`src/rtl/sepia_pkg.sv`:
```
// Shared types for the sepia writeback path: FSM encoding and the packed RGB pixel.
package sepia_pkg;
    localparam int PIX_W = 8;

    typedef enum logic [1:0] {
        ST_IDLE = 2'd0,
        ST_RUN  = 2'd1,
        ST_DONE = 2'd2
    } state_e;

    typedef struct packed {
        logic [PIX_W-1:0] r;
        logic [PIX_W-1:0] g;
        logic [PIX_W-1:0] b;
    } pixel_t;
endpackage

```
`src/rtl/sepia_writeback_fifo.sv`:
```
// Small show-ahead synchronous FIFO; dout is the head entry whenever empty is low.
module pixel_fifo #(
    parameter int DEPTH = 4,
    parameter int WIDTH = 24
) (
    input  logic             clk,
    input  logic             reset,
    input  logic             push,
    input  logic             pop,
    input  logic             flush,
    input  logic [WIDTH-1:0] din,
    output logic [WIDTH-1:0] dout,
    output logic             full,
    output logic             empty
);
    localparam int PTR_W = $clog2(DEPTH);

    logic [WIDTH-1:0] mem_q [DEPTH];
    logic [PTR_W-1:0] wr_ptr_q, wr_ptr_d;
    logic [PTR_W-1:0] rd_ptr_q, rd_ptr_d;
    logic [PTR_W:0]   count_q, count_d;
    logic             push_eff, pop_eff;

    assign full     = (count_q == (PTR_W+1)'(DEPTH));
    assign empty    = (count_q == '0);
    assign dout     = mem_q[rd_ptr_q];
    // A push into a full FIFO is only legal when the head leaves in the same cycle.
    assign pop_eff  = pop && !empty;
    assign push_eff = push && (!full || pop_eff);

    always_comb begin
        wr_ptr_d = wr_ptr_q;
        rd_ptr_d = rd_ptr_q;
        count_d  = count_q;
        if (flush) begin
            wr_ptr_d = '0;
            rd_ptr_d = '0;
            count_d  = '0;
        end else begin
            if (push_eff) wr_ptr_d = wr_ptr_q + 1'b1;
            if (pop_eff)  rd_ptr_d = rd_ptr_q + 1'b1;
            if (push_eff && !pop_eff)      count_d = count_q + 1'b1;
            else if (pop_eff && !push_eff) count_d = count_q - 1'b1;
        end
    end

    always_ff @(posedge clk) begin
        if (reset) begin
            wr_ptr_q <= '0;
            rd_ptr_q <= '0;
            count_q  <= '0;
        end else begin
            wr_ptr_q <= wr_ptr_d;
            rd_ptr_q <= rd_ptr_d;
            count_q  <= count_d;
        end
    end

    always_ff @(posedge clk) begin
        if (push_eff && !flush) mem_q[wr_ptr_q] <= din;
    end
endmodule

```
`src/rtl/sepia_writeback.sv`:
```
// Buffers filtered pixels and writes them to the R/G/B result BRAMs in address order,
// yielding the shared BRAM port to host readback whenever it is requested.
module sepia_writeback
    import sepia_pkg::*;
#(
    parameter int ADDR_W     = 9,
    parameter int NUM_PIXELS = 256,
    parameter int FIFO_DEPTH = 4
) (
    input  logic              clk,
    input  logic              reset,
    input  logic              start,
    input  logic              px_valid,
    input  logic [PIX_W-1:0]  new_red,
    input  logic [PIX_W-1:0]  new_green,
    input  logic [PIX_W-1:0]  new_blue,
    input  logic              rd_req,
    input  logic [ADDR_W-1:0] rd_addr,
    output logic              bram_en,
    output logic              bram_we,
    output logic [ADDR_W-1:0] bram_addr,
    output logic [PIX_W-1:0]  bram_din_r,
    output logic [PIX_W-1:0]  bram_din_g,
    output logic [PIX_W-1:0]  bram_din_b,
    output logic              busy,
    output logic              frame_done,
    output logic              overflow
);
    localparam logic [ADDR_W:0] NUM_C  = (ADDR_W+1)'(NUM_PIXELS);
    localparam logic [ADDR_W:0] LAST_C = NUM_C - 1'b1;

    state_e            state_q, state_d;
    logic [ADDR_W:0]   push_cnt_q, push_cnt_d;
    logic [ADDR_W:0]   wr_cnt_q, wr_cnt_d;
    logic              overflow_q, overflow_d;
    logic              busy_q, busy_d;
    logic              frame_done_q, frame_done_d;
    logic              bram_en_q, bram_en_d;
    logic              bram_we_q, bram_we_d;
    logic [ADDR_W-1:0] bram_addr_q, bram_addr_d;
    pixel_t            din_q, din_d;

    pixel_t fifo_dout, new_px, wr_px;
    logic   fifo_push, fifo_pop, fifo_flush, fifo_full, fifo_empty;
    logic   in_run, can_take, pop_go, accept;

    pixel_fifo #(.DEPTH(FIFO_DEPTH), .WIDTH($bits(pixel_t))) u_fifo (
        .clk   (clk),
        .reset (reset),
        .push  (fifo_push),
        .pop   (fifo_pop),
        .flush (fifo_flush),
        .din   (new_px),
        .dout  (fifo_dout),
        .full  (fifo_full),
        .empty (fifo_empty)
    );

    assign new_px = '{r: new_red, g: new_green, b: new_blue};
    // An arriving pixel bypasses an empty FIFO so it is written on the very next cycle.
    assign wr_px  = fifo_empty ? new_px : fifo_dout;

    always_comb begin
        state_d      = state_q;
        push_cnt_d   = push_cnt_q;
        wr_cnt_d     = wr_cnt_q;
        overflow_d   = overflow_q;
        frame_done_d = 1'b0;
        bram_en_d    = 1'b0;
        bram_we_d    = 1'b0;
        bram_addr_d  = bram_addr_q;
        din_d        = din_q;
        fifo_flush   = 1'b0;

        in_run    = (state_q == ST_RUN);
        can_take  = in_run && px_valid && (push_cnt_q < NUM_C);
        pop_go    = in_run && !rd_req && (wr_cnt_q < NUM_C) && (!fifo_empty || can_take);
        accept    = can_take && (!fifo_full || pop_go);
        fifo_pop  = pop_go && !fifo_empty;
        fifo_push = accept && !(pop_go && fifo_empty);

        if (accept)               push_cnt_d = push_cnt_q + 1'b1;
        if (can_take && !accept)  overflow_d = 1'b1;

        if (pop_go) begin
            bram_en_d   = 1'b1;
            bram_we_d   = 1'b1;
            bram_addr_d = wr_cnt_q[ADDR_W-1:0];
            din_d       = wr_px;
            wr_cnt_d    = wr_cnt_q + 1'b1;
            if (wr_cnt_q == LAST_C) state_d = ST_DONE;
        end

        if (rd_req) begin
            bram_en_d   = 1'b1;
            bram_we_d   = 1'b0;
            bram_addr_d = rd_addr;
        end

        case (state_q)
            ST_IDLE: begin
                if (start) begin
                    state_d    = ST_RUN;
                    wr_cnt_d   = '0;
                    push_cnt_d = '0;
                    overflow_d = 1'b0;
                end
            end
            ST_DONE: begin
                frame_done_d = 1'b1;
                fifo_flush   = 1'b1;
                state_d      = ST_IDLE;
            end
            default: ;
        endcase

        busy_d = (state_d == ST_RUN);
    end

    always_ff @(posedge clk) begin
        if (reset) begin
            state_q      <= ST_IDLE;
            push_cnt_q   <= '0;
            wr_cnt_q     <= '0;
            overflow_q   <= 1'b0;
            busy_q       <= 1'b0;
            frame_done_q <= 1'b0;
            bram_en_q    <= 1'b0;
            bram_we_q    <= 1'b0;
            bram_addr_q  <= '0;
            din_q        <= '0;
        end else begin
            state_q      <= state_d;
            push_cnt_q   <= push_cnt_d;
            wr_cnt_q     <= wr_cnt_d;
            overflow_q   <= overflow_d;
            busy_q       <= busy_d;
            frame_done_q <= frame_done_d;
            bram_en_q    <= bram_en_d;
            bram_we_q    <= bram_we_d;
            bram_addr_q  <= bram_addr_d;
            din_q        <= din_d;
        end
    end

    assign bram_en    = bram_en_q;
    assign bram_we    = bram_we_q;
    assign bram_addr  = bram_addr_q;
    assign bram_din_r = din_q.r;
    assign bram_din_g = din_q.g;
    assign bram_din_b = din_q.b;
    assign busy       = busy_q;
    assign frame_done = frame_done_q;
    assign overflow   = overflow_q;
endmodule
```
`config.mk`:
```
export PLATFORM = sky130hd
export DESIGN_NAME = sepia_writeback
export DESIGN_NICKNAME = d
export VERILOG_FILES = /design/src/rtl/sepia_pkg.sv /design/src/rtl/sepia_writeback_fifo.sv /design/src/rtl/sepia_writeback.sv
export SDC_FILE = /design/constraint.sdc
export NUM_CORES = 1
export LEC_CHECK = 0
export BUFFER_PORTS_ARGS = -buffer_cell sky130_fd_sc_hd__buf_2
export CORE_UTILIZATION = 62
export CTS_CLUSTER_SIZE = 12
export DETAILED_ROUTE_END_ITERATION = 10
export GPL_ROUTABILITY_DRIVEN = 1
export GPL_TIMING_DRIVEN = 0
export HOLD_SLACK_MARGIN = 0.1
export PLACE_DENSITY = 0.93
export SLEW_MARGIN = 20
export SYNTH_ARGS = -nofsm -noshare
export SYNTH_HDL_FRONTEND = slang
export SYNTH_SLANG_ARGS = --single-unit
```
`constraint.sdc`:
```
create_clock -name clk -period 4.4 [get_ports clk]
set_input_delay 0.88 -clock clk [delete_from_list [all_inputs] [get_ports clk]]
set_output_delay 0.88 -clock clk [all_outputs]
set_load 0.02 [all_outputs]
```
# == Word level (Yosys, flattened, before mapping) ==
# Memories as Yosys holds them, arrays and structs flattened. A register that Yosys moved wholly into a read port is not among the register bits.
# Index checks and enable logic that the tools add are counted.
# op_classes
n_addsub,6
mul,0
div_mod_pow,0
magnitude_cmp,2
eq_ne,5
shift,0
n_mux,25
bitwise,0
reduce_logical,32
# op_table
operator,n
$mux W10,6
$mux W24,1
$add A10 B1 Y10 const B,2
$lt A10 B9 Y1 const B,2
$mux W9,2
$logic_and A1 B1 Y1,15
$eq A10 B8 Y1 const B,1
$mux W2,5
$logic_not A1 Y1,8
$mux W1,8
$mux W3,2
$add A2 B1 Y2 const B,2
$eq A2 B1 Y1 const B,2
$pmux W2 S2,1
$reduce_bool A2 Y1,2
$reduce_or A2 Y1,2
$add A3 B1 Y3 const B,1
$eq A3 B3 Y1 const B,1
$logic_not A3 Y1,1
$logic_or A1 B1 Y1,3
$sub A3 B1 Y3 const B,1
$eq A2 B2 Y1 const B,1
$logic_not A2 Y1,1
# totals
register_bits,67
latch_bits,0
ram_bits,96
romBits,0
out_inout_bits,38
elab_cells,86
memories,1
# mem_list
memory,depth,width,rd,rd_ports_with_merged_regs,write_ports,line,rtl
u_fifo.mem_q,4,24,1,1,1,sepia_writeback_fifo.sv:18,logic [WIDTH-1:0] mem_q [DEPTH];

# == Longest topological paths before layout ==
# depth
ltp_word,13
ltp_mapped,11

# == Modules after synthesis ==
# A second synthesis with hierarchy kept.
# hier_totals
hier_cells,458
area_unflattened_um2,6842.8
# modules_own_cells
module,n_inst,cells_each,area_each_um2
pixel_fifo,1,178,4050.1
sepia_writeback,1,280,2792.7

# == Worst setup path before layout ==
# No wires, ideal clock.
# synth_timing
kind,input to register
start,in px_valid
end,reg u_fifo.count_q[2]
setup_ns,0.070
arrival_ns,3.018
slack_ns,1.312
cell_stages,11
path_buffers,2
path_cell_list,or3b_1 > clkbuf_1 > a211o_1 > buf_6 > nor2_1 > ha_1 > inv_1 > fa_1 > xor2_1 > or3_1 > a21oi_1
# synth_between
elab_chain_cells,11
elab_cells_between_ends,19
cone_classes,1 x mux; 18 x reduce/logical
# synth_lines
element,line,rtl
from (decl),sepia_writeback.sv:13,"input logic px_valid,"
$logic_and A1 B1 Y1 * (2 in series),sepia_writeback.sv:76,can_take = in_run && px_valid && (push_cnt_q < NUM_C);
$logic_or A1 B1 Y1,sepia_writeback.sv:77,pop_go = in_run && !rd_req && (wr_cnt_q < NUM_C) && (!fifo_empty || can_take);
$logic_and A1 B1 Y1,sepia_writeback.sv:77,
"$logic_or A1 B1 Y1, or another cell as far along",sepia_writeback.sv:78,accept = can_take && (!fifo_full || pop_go);
"$logic_and A1 B1 Y1, or another cell as far along",sepia_writeback.sv:78,
$logic_and A1 B1 Y1 / $logic_or A1 B1 Y1 (equally long branches),"sepia_writeback.sv:80, sepia_writeback_fifo.sv:29",
$logic_and A1 B1 Y1,sepia_writeback_fifo.sv:29,assign push_eff = push && (!full || pop_eff);
$logic_not A1 Y1,sepia_writeback_fifo.sv:43,else if (pop_eff && !push_eff) count_d = count_q - 1'b1;
$logic_and A1 B1 Y1,sepia_writeback_fifo.sv:43,
$reduce_bool A2 Y1 (no line),--,
to (signal assigned),sepia_writeback_fifo.sv:55,count_q <= count_d;
to (decl),sepia_writeback_fifo.sv:21,"logic [PTR_W:0] count_q, count_d;"
# Mark *: on every way between the ends. The rest lies on a longest branch, timed or not.
# A chain may end at the register's enable or synchronous reset.

# == Worst setup path after layout ==
# layout_timing
start,in px_valid
end,mem u_fifo.mem_q[3][0] (enable)
# layout_between
elab_chain_cells,11
elab_cells_between_ends,16
cone_classes,2 x mux; 14 x reduce/logical
# layout_lines
element,line,rtl
$logic_and A1 B1 Y1 * (2 in series),sepia_writeback.sv:76,
$logic_or A1 B1 Y1,sepia_writeback.sv:77,
$logic_and A1 B1 Y1,sepia_writeback.sv:77,
"$logic_or A1 B1 Y1, or another cell as far along",sepia_writeback.sv:78,
"$logic_and A1 B1 Y1, or another cell as far along",sepia_writeback.sv:78,
$logic_and A1 B1 Y1 / $logic_or A1 B1 Y1 (equally long branches),"sepia_writeback.sv:80, sepia_writeback_fifo.sv:29",
$logic_and A1 B1 Y1 *,sepia_writeback_fifo.sv:29,
$logic_and A1 B1 Y1 *,sepia_writeback_fifo.sv:60,if (push_eff && !flush) mem_q[wr_ptr_q] <= din;
$mux W1 *,sepia_writeback_fifo.sv:60,
$mux W1 (implied by the code) *,sepia_writeback_fifo.sv:60,
to (decl),sepia_writeback_fifo.sv:18,
# Marks and branches as above.

==> metrics.txt <==
I/O Pins 76; Max transition margin 35.2%; Buffers on Ports 75; violated checks DRC; placement-stage cell area 7000 µm²; reg2reg setup slack 1.53 ns; fin crit share 67.1%; Arr. time, crit path 3.12 ns; synthesized flop and latch total 165; switching power of the nets 0.969 mW; FF-to-FF path depth 4; Crit Path Category in -> reg; clock buffer count from CTS 17; CP max-delay cell and3_2; Tot Pwr 3.50 mW; cell family with most CP delay simple AND/OR/NAND/NOR gates; Critical Path Source Type input pin; multi-input logic area 2010 µm²; Max Fclk 339 MHz; Mean Syn Cell Area 13.3 µm²; hold path endpoint bram_addr[3]$_SDFFE_PP0P_; fraction of layout cells with a size suffix above 1 25.2%; initial antenna violation count 0; # fillers 560; hold path cells 2; Area Overhead vs Synth 16.6%; die area 10,800 µm²; vias 4,674; latest clock arrival within the worst-skew pair 0.54 ns; Lkg Pwr 2.67 nW; Syn Nets 530; Peak supply drop 291 µV; overall routing resource usage 30.2%; # rows 36; synthesis warning total 0; post-place setup slack 0.989 ns; WP data required 4.57 ns; Comb pwr share 12.6%; post-route setup slack 1.45 ns; max-slew violations 0; DR iter-0 viols 590; WL final 15.4 mm; Hold Path Class reg -> reg; maxcap violations 0; routed len/inst 21.3 µm; Worst Skew 0.00917 ns; most frequent cells in the layout 96 x edfxtp_1, 79 x buf_2, 69 x a21oi_1, 69 x dfxtp_1, 38 x nand2_1; htree depth 4; Starting Density 65.1%; Reg-to-Reg Start push_cnt_q[9]$_SDFF_PP0_; via/cell ratio 6.46; first-pass GRT wire length 24.5 mm; commonest non-fill, non-tap cell in the layout edfxtp_1; Cell Chain, Critical Path buf_2, or3b_1, clkbuf_1, a211oi_1, and3_2; post-CTS resize count 0; Cells after DPL 692; Post-Syn Area 6450 µm²; RSZ-0062 raised after global routing false; Syn Inst Count 484; post-route cell area 7520 µm²; status complete, but fails checks; worst reg2reg path endpoint u_fifo.mem_q[3][0]$_DFFE_PP_; power per cell area 465 nW/µm²; Slew @ Worst Pin 0.966 ns; CTS clock-pin slew for the worst setup and hold paths 0.07 ns; hold_buf cts 0; DIE WIDTH 104 µm; DP Wirelength 9.44 mm; DRC 1; setup TNS 0 ns; Synth cell types 49; die height 104 µm; CTS Sinks 165; fin nets 624; gp weighted congestion 0.836; Core ar. 9910 µm²; crit end category flip-flop; largest net degree at the start of global routing 25; hold path start bram_addr[3]$_SDFFE_PP0P_; grt ovf 0; switching share of total power 27.7%; Non-Filler Instances 724; min cycle time layout 2.95 ns; drt first pass iters 11; clock share of power 38.1%; Seq pwr share 49.2%; CTS tree yes; Reg area 4260 µm²; setup bufs post-CTS 0; setup violators final 0; final core occ 75.9%; max incr delay on CP 0.81 ns; Min Hold Slack 0.476 ns; cell internal pwr 2.53 mW; largest fanout on the critical path 24; n_diodes 0; Max clock buf depth 2; CP Buf/Inv Count 2; Post-DRT Antenna Nets 0; number of global-route vias before repair 4,694; Seq/Total Area, Yosys 66.1%; CTS Root Cell clkbuf_8; Hold Vio Cnt, Final 0
kinds of logic after synthesis:
group / share of synthesized area, %
AOI/OAI and AO/OA: 11.1
adders and majority gates: 1.67
and+or+nand+nor: 8.61
DFF: 66.1
muxes: 8.54
xor gates and xnor gates: 1.22
buffers and inverters: 2.77
layer usage:
layer / track usage, % / vias up / wire, µm
li1: - / 2026 / -
met1: 36.9 / 2258 / 5760
met2: 50.6 / 329 / 7790
met3: 6.64 / 61 / 1340
met4: 15.6 / 0 / 550
met5: 0 / - / 0
power groups by stage:
| stage | logic (mW) | clock network, mW | registers, mW |
|---|---|---|---|
| after floorplan | 0.242 | 0 | 1.78 |
| after global placement | 0.405 | 0 | 1.75 |
| after detailed placement | 0.427 | 0 | 1.75 |
| after CTS | 0.438 | 1.33 | 1.72 |
| after global routing | 0.476 | 1.39 | 1.73 |
| final | 0.442 | 1.33 | 1.72 |
how the worst max path moves through the flow:
stage,slack (ns),depth (start not counted),endpoint,from
6_report,1.45,5,u_fifo.mem_q[3][0]$_DFFE_PP_,px_valid
5_1_grt,1.36,5,u_fifo.mem_q[1][6]$_DFFE_PP_,px_valid
4_1_cts,1.50,5,u_fifo.mem_q[1][6]$_DFFE_PP_,px_valid
3_5_place_dp,0.99,12,u_fifo.count_q[2]$_SDFFE_PP0P_,px_valid
3_3_place_gp,0.68,5,u_fifo.mem_q[0][20]$_DFFE_PP_,px_valid
2_1_floorplan,1.31,11,u_fifo.count_q[2]$_SDFFE_PP0P_,px_valid
cells in the mapped netlist, drive strengths merged:
library cell  count  area share (%)
a211oi            3            0.35
and2              3            0.29
nand3            16             1.2
xor2              5            0.68
a2111o            1            0.17
a211o             2            0.29
nor3              4            0.39
a31oi             2            0.19
o2bb2ai           1            0.14
nand2            38             2.2
nand4             4            0.39
nor2b             2            0.19
mux2i             1            0.16
a22oi             6            0.70
o221a             1            0.17
nor4              2            0.19
buf              10             1.1
dfxtp            69              21
o21a              2            0.23
clkbuf           20             1.2
ha                7             1.4
and3              4            0.39
or4               3            0.35
xnor2             4            0.54
or3b              1            0.14
or2b              1            0.14
o31ai             3            0.35
nor2             16            0.93
mux4             24             8.4
a21oi            69             5.4
fa                1            0.31
a2111oi           1            0.14
edfxtp           96              45
or2               3            0.29
inv               8            0.47
a41oi             1            0.14
nor3b             3            0.35
nand3b            3            0.35
o211ai            2            0.23
o21ai            32             2.5
clkinv            1           0.058
o2111ai           1            0.14
or3               8            0.78
sequential cells by signal, indices dropped and copies added (netlist names), named ones only:
| register | flops |
|---|---|
| bram_addr | 9 |
| frame_done | 1 |
| bram_din_b | 8 |
| bram_din_r | 8 |
| wr_cnt_q | 10 |
| u_fifo.rd_ptr_q | 2 |
| bram_en | 1 |
| u_fifo.wr_ptr_q | 2 |
| bram_din_g | 8 |
| busy | 1 |
| bram_we | 1 |
| push_cnt_q | 10 |
| u_fifo.mem_q | 96 |
| state_q | 2 |
| overflow | 1 |
| u_fifo.count_q | 3 |
worst reg2reg max path, stage by stage, from the launching register on:
cell and delay, ns:
dfxtp_1 0.32, or3b_1 0.37, clkbuf_1 0.20, a211oi_1 0.80, and3_2 0.82
area by class of cell:
type	instances	area share, %
Sequential cell	165	56.7
Multi-Input combinational cell	280	26.8
Clock buffer	18	5.56
Timing Repair Buffer	75	4.99
Tap cell	133	2.21
Buffer	30	1.93
Clock inverter	14	1.38
Inverter	9	0.449
Note: power is estimated with default switching activity, not from simulation.
